### src/rtl/ball_motion_if.sv
`default_nettype none
// +------------------------------------------------------------------+
// | ball_motion_if: pixel stream in, ball position/miss pulses out   |
// | Rev 1.0                                                          |
// +------------------------------------------------------------------+
interface ball_motion_if;
    logic [25:0] strRGB_i;
    logic        run;
    logic [9:0]  pos_x;
    logic [9:0]  pos_y;
    logic        miss_l;
    logic        miss_r;

    modport master (
        output strRGB_i, run,
        input  pos_x, pos_y, miss_l, miss_r
    );

    modport slave (
        input  strRGB_i, run,
        output pos_x, pos_y, miss_l, miss_r
    );
endinterface
`default_nettype wire

### src/rtl/ball_motion.sv
`default_nettype none
// +------------------------------------------------------------------+
// | ball_motion: per-frame ball update with paddle/wall collisions   |
// | Rev 1.0                                                          |
// +------------------------------------------------------------------+
module ball_motion #(
    parameter int H_ACTIVE     = 640,
    parameter int V_ACTIVE     = 480,
    parameter int SIZE_BALL    = 10,
    parameter int SPEED        = 2,
    parameter int X_INIT       = 315,
    parameter int Y_INIT       = 235,
    parameter int SERVE_FRAMES = 60
) (
    input  logic         px_clk,
    input  logic         reset_n,
    ball_motion_if.slave bus
);
    localparam logic [10:0] X_MAX      = 11'(H_ACTIVE - SIZE_BALL);
    localparam logic [10:0] Y_MAX      = 11'(V_ACTIVE - SIZE_BALL);
    localparam logic [10:0] SPD        = 11'(SPEED);
    localparam logic [10:0] SZ         = 11'(SIZE_BALL);
    localparam logic [10:0] XI         = 11'(X_INIT);
    localparam logic [10:0] YI         = 11'(Y_INIT);
    localparam logic [7:0]  SERVE_LAST = 8'(SERVE_FRAMES - 1);

    typedef enum logic [1:0] {
        SCAN   = 2'd0,
        UPDATE = 2'd1,
        SERVE  = 2'd2
    } state_t;

    state_t      state;
    state_t      state_nxt;
    logic [9:0]  cur_x;
    logic [9:0]  cur_y;
    logic        dir_x;
    logic        dir_y;
    logic        hit_l;
    logic        hit_r;
    logic        hit_t;
    logic        hit_b;
    logic        vs_q;
    logic        armed;
    logic [7:0]  serve_cnt;
    logic        miss_l_q;
    logic        miss_r_q;

    logic [10:0] nx;
    logic [10:0] ny;
    logic        ndx;
    logic        ndy;
    logic        nml;
    logic        nmr;

    logic [2:0]  rgb;
    logic [10:0] sx;
    logic [10:0] sy;
    logic        act;
    logic        vs;
    logic [10:0] x11;
    logic [10:0] y11;
    logic        in_box;
    logic        frame_evt;
    logic        unused_bits;

    assign rgb = bus.strRGB_i[25:23];
    assign sx  = {1'b0, bus.strRGB_i[22:13]};
    assign sy  = {1'b0, bus.strRGB_i[12:3]};
    assign act = bus.strRGB_i[2];
    assign vs  = bus.strRGB_i[1];
    assign x11 = {1'b0, cur_x};
    assign y11 = {1'b0, cur_y};

    assign in_box = act && (rgb != 3'd0) &&
                    (sx > x11) && (sx < x11 + SZ) &&
                    (sy > y11) && (sy < y11 + SZ);

    // armed keeps a vsync that is already high when reset releases from counting
    assign frame_evt = armed && !vs_q && vs;

    assign unused_bits = ^{bus.strRGB_i[0], nx[10], ny[10]};

    always_comb begin
        state_nxt = state;
        nx        = x11;
        ny        = y11;
        ndx       = dir_x;
        ndy       = dir_y;
        nml       = 1'b0;
        nmr       = 1'b0;
        case (state)
            SCAN: begin
                if (frame_evt) state_nxt = UPDATE;
            end
            UPDATE: begin
                state_nxt = SCAN;
                if (bus.run) begin
                    if (!dir_x) begin
                        if (hit_l) begin
                            ndx = 1'b1;
                            nx  = (x11 + SPD > X_MAX) ? X_MAX : x11 + SPD;
                        end else if (x11 < SPD) begin
                            nml = 1'b1;
                            ndx = 1'b1;
                        end else begin
                            nx  = x11 - SPD;
                        end
                    end else begin
                        if (hit_r) begin
                            ndx = 1'b0;
                            nx  = (x11 < SPD) ? 11'd0 : x11 - SPD;
                        end else if (x11 + SPD > X_MAX) begin
                            nmr = 1'b1;
                            ndx = 1'b0;
                        end else begin
                            nx  = x11 + SPD;
                        end
                    end

                    if (nml || nmr) begin
                        state_nxt = SERVE;
                        nx        = XI;
                        ny        = YI;
                    end else if (!dir_y) begin
                        if (hit_t || y11 < SPD) begin
                            ndy = 1'b1;
                            ny  = (y11 + SPD > Y_MAX) ? Y_MAX : y11 + SPD;
                        end else begin
                            ny  = y11 - SPD;
                        end
                    end else begin
                        if (hit_b || y11 + SPD > Y_MAX) begin
                            ndy = 1'b0;
                            ny  = (y11 < SPD) ? 11'd0 : y11 - SPD;
                        end else begin
                            ny  = y11 + SPD;
                        end
                    end
                end
            end
            SERVE: begin
                if (frame_evt && serve_cnt == SERVE_LAST) state_nxt = SCAN;
            end
            default: state_nxt = SCAN;
        endcase
    end

    always_ff @(posedge px_clk or negedge reset_n) begin
        if (!reset_n) begin
            state <= SCAN;
        end else begin
            state <= state_nxt;
        end
    end

    always_ff @(posedge px_clk or negedge reset_n) begin
        if (!reset_n) begin
            cur_x     <= XI[9:0];
            cur_y     <= YI[9:0];
            dir_x     <= 1'b1;
            dir_y     <= 1'b1;
            miss_l_q  <= 1'b0;
            miss_r_q  <= 1'b0;
            vs_q      <= 1'b0;
            armed     <= 1'b0;
            serve_cnt <= 8'd0;
            hit_l     <= 1'b0;
            hit_r     <= 1'b0;
            hit_t     <= 1'b0;
            hit_b     <= 1'b0;
        end else begin
            cur_x    <= nx[9:0];
            cur_y    <= ny[9:0];
            dir_x    <= ndx;
            dir_y    <= ndy;
            miss_l_q <= nml;
            miss_r_q <= nmr;
            vs_q     <= vs;
            armed    <= armed | ~vs;

            if (state == SERVE) begin
                if (frame_evt) serve_cnt <= (serve_cnt == SERVE_LAST) ? 8'd0 : serve_cnt + 8'd1;
            end else begin
                serve_cnt <= 8'd0;
            end

            // flags only accumulate in SCAN; UPDATE clears them and SERVE keeps them low
            if (state == SCAN) begin
                if (in_box && sx == x11 + 11'd1)      hit_l <= 1'b1;
                if (in_box && sx == x11 + SZ - 11'd1) hit_r <= 1'b1;
                if (in_box && sy == y11 + 11'd1)      hit_t <= 1'b1;
                if (in_box && sy == y11 + SZ - 11'd1) hit_b <= 1'b1;
            end else begin
                hit_l <= 1'b0;
                hit_r <= 1'b0;
                hit_t <= 1'b0;
                hit_b <= 1'b0;
            end
        end
    end

    assign bus.pos_x  = cur_x;
    assign bus.pos_y  = cur_y;
    assign bus.miss_l = miss_l_q;
    assign bus.miss_r = miss_r_q;
endmodule
`default_nettype wire
### src/flat_wrapper.sv
// flat-port wrapper written by rule: the top's interface ports become plain ports
module ball_motion_flat 
#(
    parameter int H_ACTIVE     = 640,
    parameter int V_ACTIVE     = 480,
    parameter int SIZE_BALL    = 10,
    parameter int SPEED        = 2,
    parameter int X_INIT       = 315,
    parameter int Y_INIT       = 235,
    parameter int SERVE_FRAMES = 60
)
  (px_clk, reset_n, bus_strRGB_i, bus_run, bus_pos_x, bus_pos_y, bus_miss_l, bus_miss_r);
  ball_motion_if bus_i ();
  input  logic px_clk;
  input  logic reset_n;
  input wire logic [$bits(bus_i.strRGB_i)-1:0] bus_strRGB_i;
  input wire logic [$bits(bus_i.run)-1:0] bus_run;
  output wire logic [$bits(bus_i.pos_x)-1:0] bus_pos_x;
  output wire logic [$bits(bus_i.pos_y)-1:0] bus_pos_y;
  output wire logic [$bits(bus_i.miss_l)-1:0] bus_miss_l;
  output wire logic [$bits(bus_i.miss_r)-1:0] bus_miss_r;
  assign bus_i.strRGB_i = bus_strRGB_i;
  assign bus_i.run = bus_run;
  assign bus_pos_x = bus_i.pos_x;
  assign bus_pos_y = bus_i.pos_y;
  assign bus_miss_l = bus_i.miss_l;
  assign bus_miss_r = bus_i.miss_r;
  ball_motion #(.H_ACTIVE(H_ACTIVE), .V_ACTIVE(V_ACTIVE), .SIZE_BALL(SIZE_BALL), .SPEED(SPEED), .X_INIT(X_INIT), .Y_INIT(Y_INIT), .SERVE_FRAMES(SERVE_FRAMES)) u_core (.px_clk(px_clk), .reset_n(reset_n), .bus(bus_i));
endmodule
### config.mk
export PLATFORM = sky130hd
export DESIGN_NAME = ball_motion_flat
export DESIGN_NICKNAME = d
export VERILOG_FILES = /design/src/rtl/ball_motion_if.sv /design/src/rtl/ball_motion.sv /design/src/flat_wrapper.sv
export SDC_FILE = /design/constraint.sdc
export NUM_CORES = 1
export LEC_CHECK = 0
export ABC_AREA = 0
export CAP_MARGIN = 40
export CORE_ASPECT_RATIO = 0.75
export CORE_MARGIN = 5
export CORE_UTILIZATION = 26
export CTS_CLUSTER_DIAMETER = 60
export CTS_CLUSTER_SIZE = 30
export DETAILED_ROUTE_END_ITERATION = 8
export HOLD_SLACK_MARGIN = 0.06
export PLACE_DENSITY = 0.45
export SYNTH_ARGS = -nofsm -noshare
export SYNTH_HDL_FRONTEND = slang
export SYNTH_SLANG_ARGS = --single-unit
export TNS_END_PERCENT = 20
### constraint.sdc
create_clock -name px_clk -period 4.8 [get_ports px_clk]
set_input_delay 0.48 -clock px_clk [delete_from_list [all_inputs] [get_ports px_clk]]
set_output_delay 0.48 -clock px_clk [all_outputs]
set_load 0.02 [all_outputs]
==> impl_metrics.toml <==
[critical_path]
cpLargestDelayFamily = "compound AO/OA/AOI/OAI gates"
cp_slowest_cell = "dfstp_2"
worst_setup_path_end_kind = "flop"
cp-start-kind = "flop"
critPathMaxStageDelay_ns = 0.73
cp_data_required_time_ns = 5.00
crit_type = "flop to flop"
path_buf_inv = 2
cp.arrival_ns = 4.04
crit_top_cell = "o21ai_0"
crit_fanout = 17
crit_path_cell_trace = "ha_1 > xnor2_1 > inv_1 > a21o_1 > o311ai_0 > a21boi_2 > o21ai_0 > buf_4 > nand2_1 > or3_1 > o21ai_0"

[clock_network]
cts-root-buf = "clkbuf_16"
cts.clk_slew.worst_paths_ns = 0.06
cts_max_level = 2
worstSkewPairLatency_ns = 0.29
numCtsBuffers = 5
cts_tree = "yes"
cts_resized = 0
postCtsHoldBufs = 0
cts.sinks = 40
clk_path_buf_depth = 2
post-cts-setup-buffers = 0

[place]
place_ws_ns = 1.01
gp_congestion = 0.861
dp_hpwl_um = 13900
dp.cells = 996
portBuffers = 49

[outcome]
outcome = "complete, no violations"

[timing]
rsz0062_at_grt = "no"
layout_setup_ws_ns = 0.960
tns_ns = 0
fin_crit_ns = 3.84
max_freq_ghz = 0.260
finalSetupViolations = 0
fin_hold_ws_ns = 0.0906
fin_crit_sh_pct = 80.0
drv_slew = 0
worstMarginPinSlew_ns = 0.737
slew_headroom_pct = 50.8
fin_skew_ns = 0.00730
hold_violations = 0

[synthesis]
syn-cell-area_um2 = 5360
synth_nets = 795
synthArstFlopShare_pct = 100
syn_avg_cell_area_um2 = 7.46
synth.largest_area_cell = "dfrtp_1"
yosysTopAreaCellShare_pct = 12.1
synthCells = 718
synth_area_leaders = "dfrtp_1 (12%), ha_1 (11%), xnor2_1 (9.3%)"
yosysUniqueCellTypes = 76
synth_most_common_cell = "nand2_1"
ys.flop_type = "dfrtp_1"
synth_edf_count = 0
synth.yosys.seq_area_share_pct = 19.0
synth_common_cells = "nand2_1 (62), o21ai_0 (58), nor2_1 (57), xnor2_1 (57), ha_1 (48)"
ys_warn_count = 0
ys_seq_elements = 40

[die]
start_util_pct = 26.4
coreArea_um2 = 20300
io_pins = 51
die_w_um = 176
fp-row-count = 45
die_h_um = 134
die_area_um2 = 23600

[grt]
grt_first_pass_wirelength_um = 29200
grt.overflow.total = 0
grt_pass1_vias = 5145
grt_max_degree = 28
antenna_found_initial = 0
grtUsageTotal_pct = 15.1

[layout]
fillers = 2218
nets = 822
instances_no_fill = 1004
drive_gt1_share_pct = 7.10
area_growth_pct = 15.6
num_antenna_cells = 0

[detailed_routing]
postRouteAntennaNets = 0
firstDrtPassIters = 5
first_iter_violations = 386
wl_um = 18000
drc_errors = 0
routed_via_density = 5.34
vias = 5364
wl_per_cell_um = 17.9

[power_and_ir_drop]
power.density_nw_per_um2 = 136
vdd_drop_max_mv = 0.143
leakage_nw = 2.36
power_w = 0.000843

[worst_hold_path]
hp-class = "input pin to asynchronous set/reset pin"

[run]
cap_violations = 0
path summary, 6_finish.rpt:
path | slack (ns) | start | depth (start not counted) | end
setup / recovery | 0.96 | u_core.bus.pos_x[1] | 11 | u_core.bus.pos_y[9]
hold / removal | 0.09 | reset_n | 1 | u_core.bus.miss_l
setup reg to reg | 0.96 | u_core.bus.pos_x[1] | 11 | u_core.bus.pos_y[9]
hold reg to reg | 0.47 | u_core.armed | 1 | u_core.armed
max in group asynchronous | 4.17 | reset_n | 2 | u_core.bus.pos_x[8]
min in group px_clk | 0.47 | u_core.armed | 1 | u_core.armed
routing by layer:
layer | global-route usage, % | part of all wire (%) | vias to the layer above
met1 | 24.5 | 55 | 2523
met4 | 1.95 | 0.74 | 0
met3 | 2.20 | 4.6 | 10
met2 | 21.3 | 39 | 120
met5 | 0 | 0 | -
li1 | - | - | 2711
cells in the final DEF (no fill, tap or decap), types with 9 or more instances in the layout:
cell type	Yosys	final
nand2_1	62	62
o21ai_0	58	58
xnor2_1	57	57
nor2_1	57	57
ha_1	48	48
clkdlybuf4s50_1	0	48
a21oi_1	46	46
nand3_1	38	38
nor3_1	34	34
dfrtp_1	26	26
inv_1	25	25
a31oi_1	17	17
nand2b_1	16	16
nand4_1	16	16
dfstp_2	14	14
xor2_1	13	13
and3_1	10	10
nor4_1	9	9
per-stage QoR:
stage / area [µm²] / util, %
floorplan: 5360 / -
detailed placement: 6060 / 29.9
global route: 6200 / 30.6
CTS: 6200 / 30.6
finish: 6200 / 30.6
global placement: 6040 / 29.8
sequential cells by signal, summed over array words and instances, names as in the netlist:
signal and count:
u_core.hit_t 1, u_core.hit_b 1, u_core.hit_l 1, u_core.bus.miss_l 1, u_core.serve_cnt 8, u_core.armed 1, u_core.hit_r 1, u_core.state 2
u_core.bus.pos_y 10, u_core.bus.miss_r 1, u_core.bus.pos_x 10, u_core.dir_x 1, u_core.vs_q 1, u_core.dir_y 1
power by group:
part | switching (W) | internal, W
Combinational | 0.0000709 | 0.0000645
Clock | 0.000137 | 0.000194
Sequential | 0.0000192 | 0.000357
area by class of cell:
| type | instances | area, µm² | area share, % |
|---|---|---|---|
| multi-input combinational | 609 | 4030 | 65.1 |
| sequential | 40 | 1020 | 16.4 |
| timing repair buffer | 58 | 566 | 9.13 |
| tap | 258 | 323 | 5.21 |
| clock buffer | 7 | 133 | 2.14 |
| inverter | 31 | 116 | 1.88 |
| clock inverter | 1 | 8.76 | 0.141 |
cell families (layout without fill, tap and decap cells):
logic type	after synthesis	count (layout)	share of synthesized area (%)
compound gates	204	204	24.8
fa+ha+maj	49	49	11.4
buf+inv	69	97	5.74
mux	5	5	0.981
simple gates	281	281	26.6
flops	40	40	19.0
xor+xnor	70	70	11.4
(Power assumes the default switching activity.)
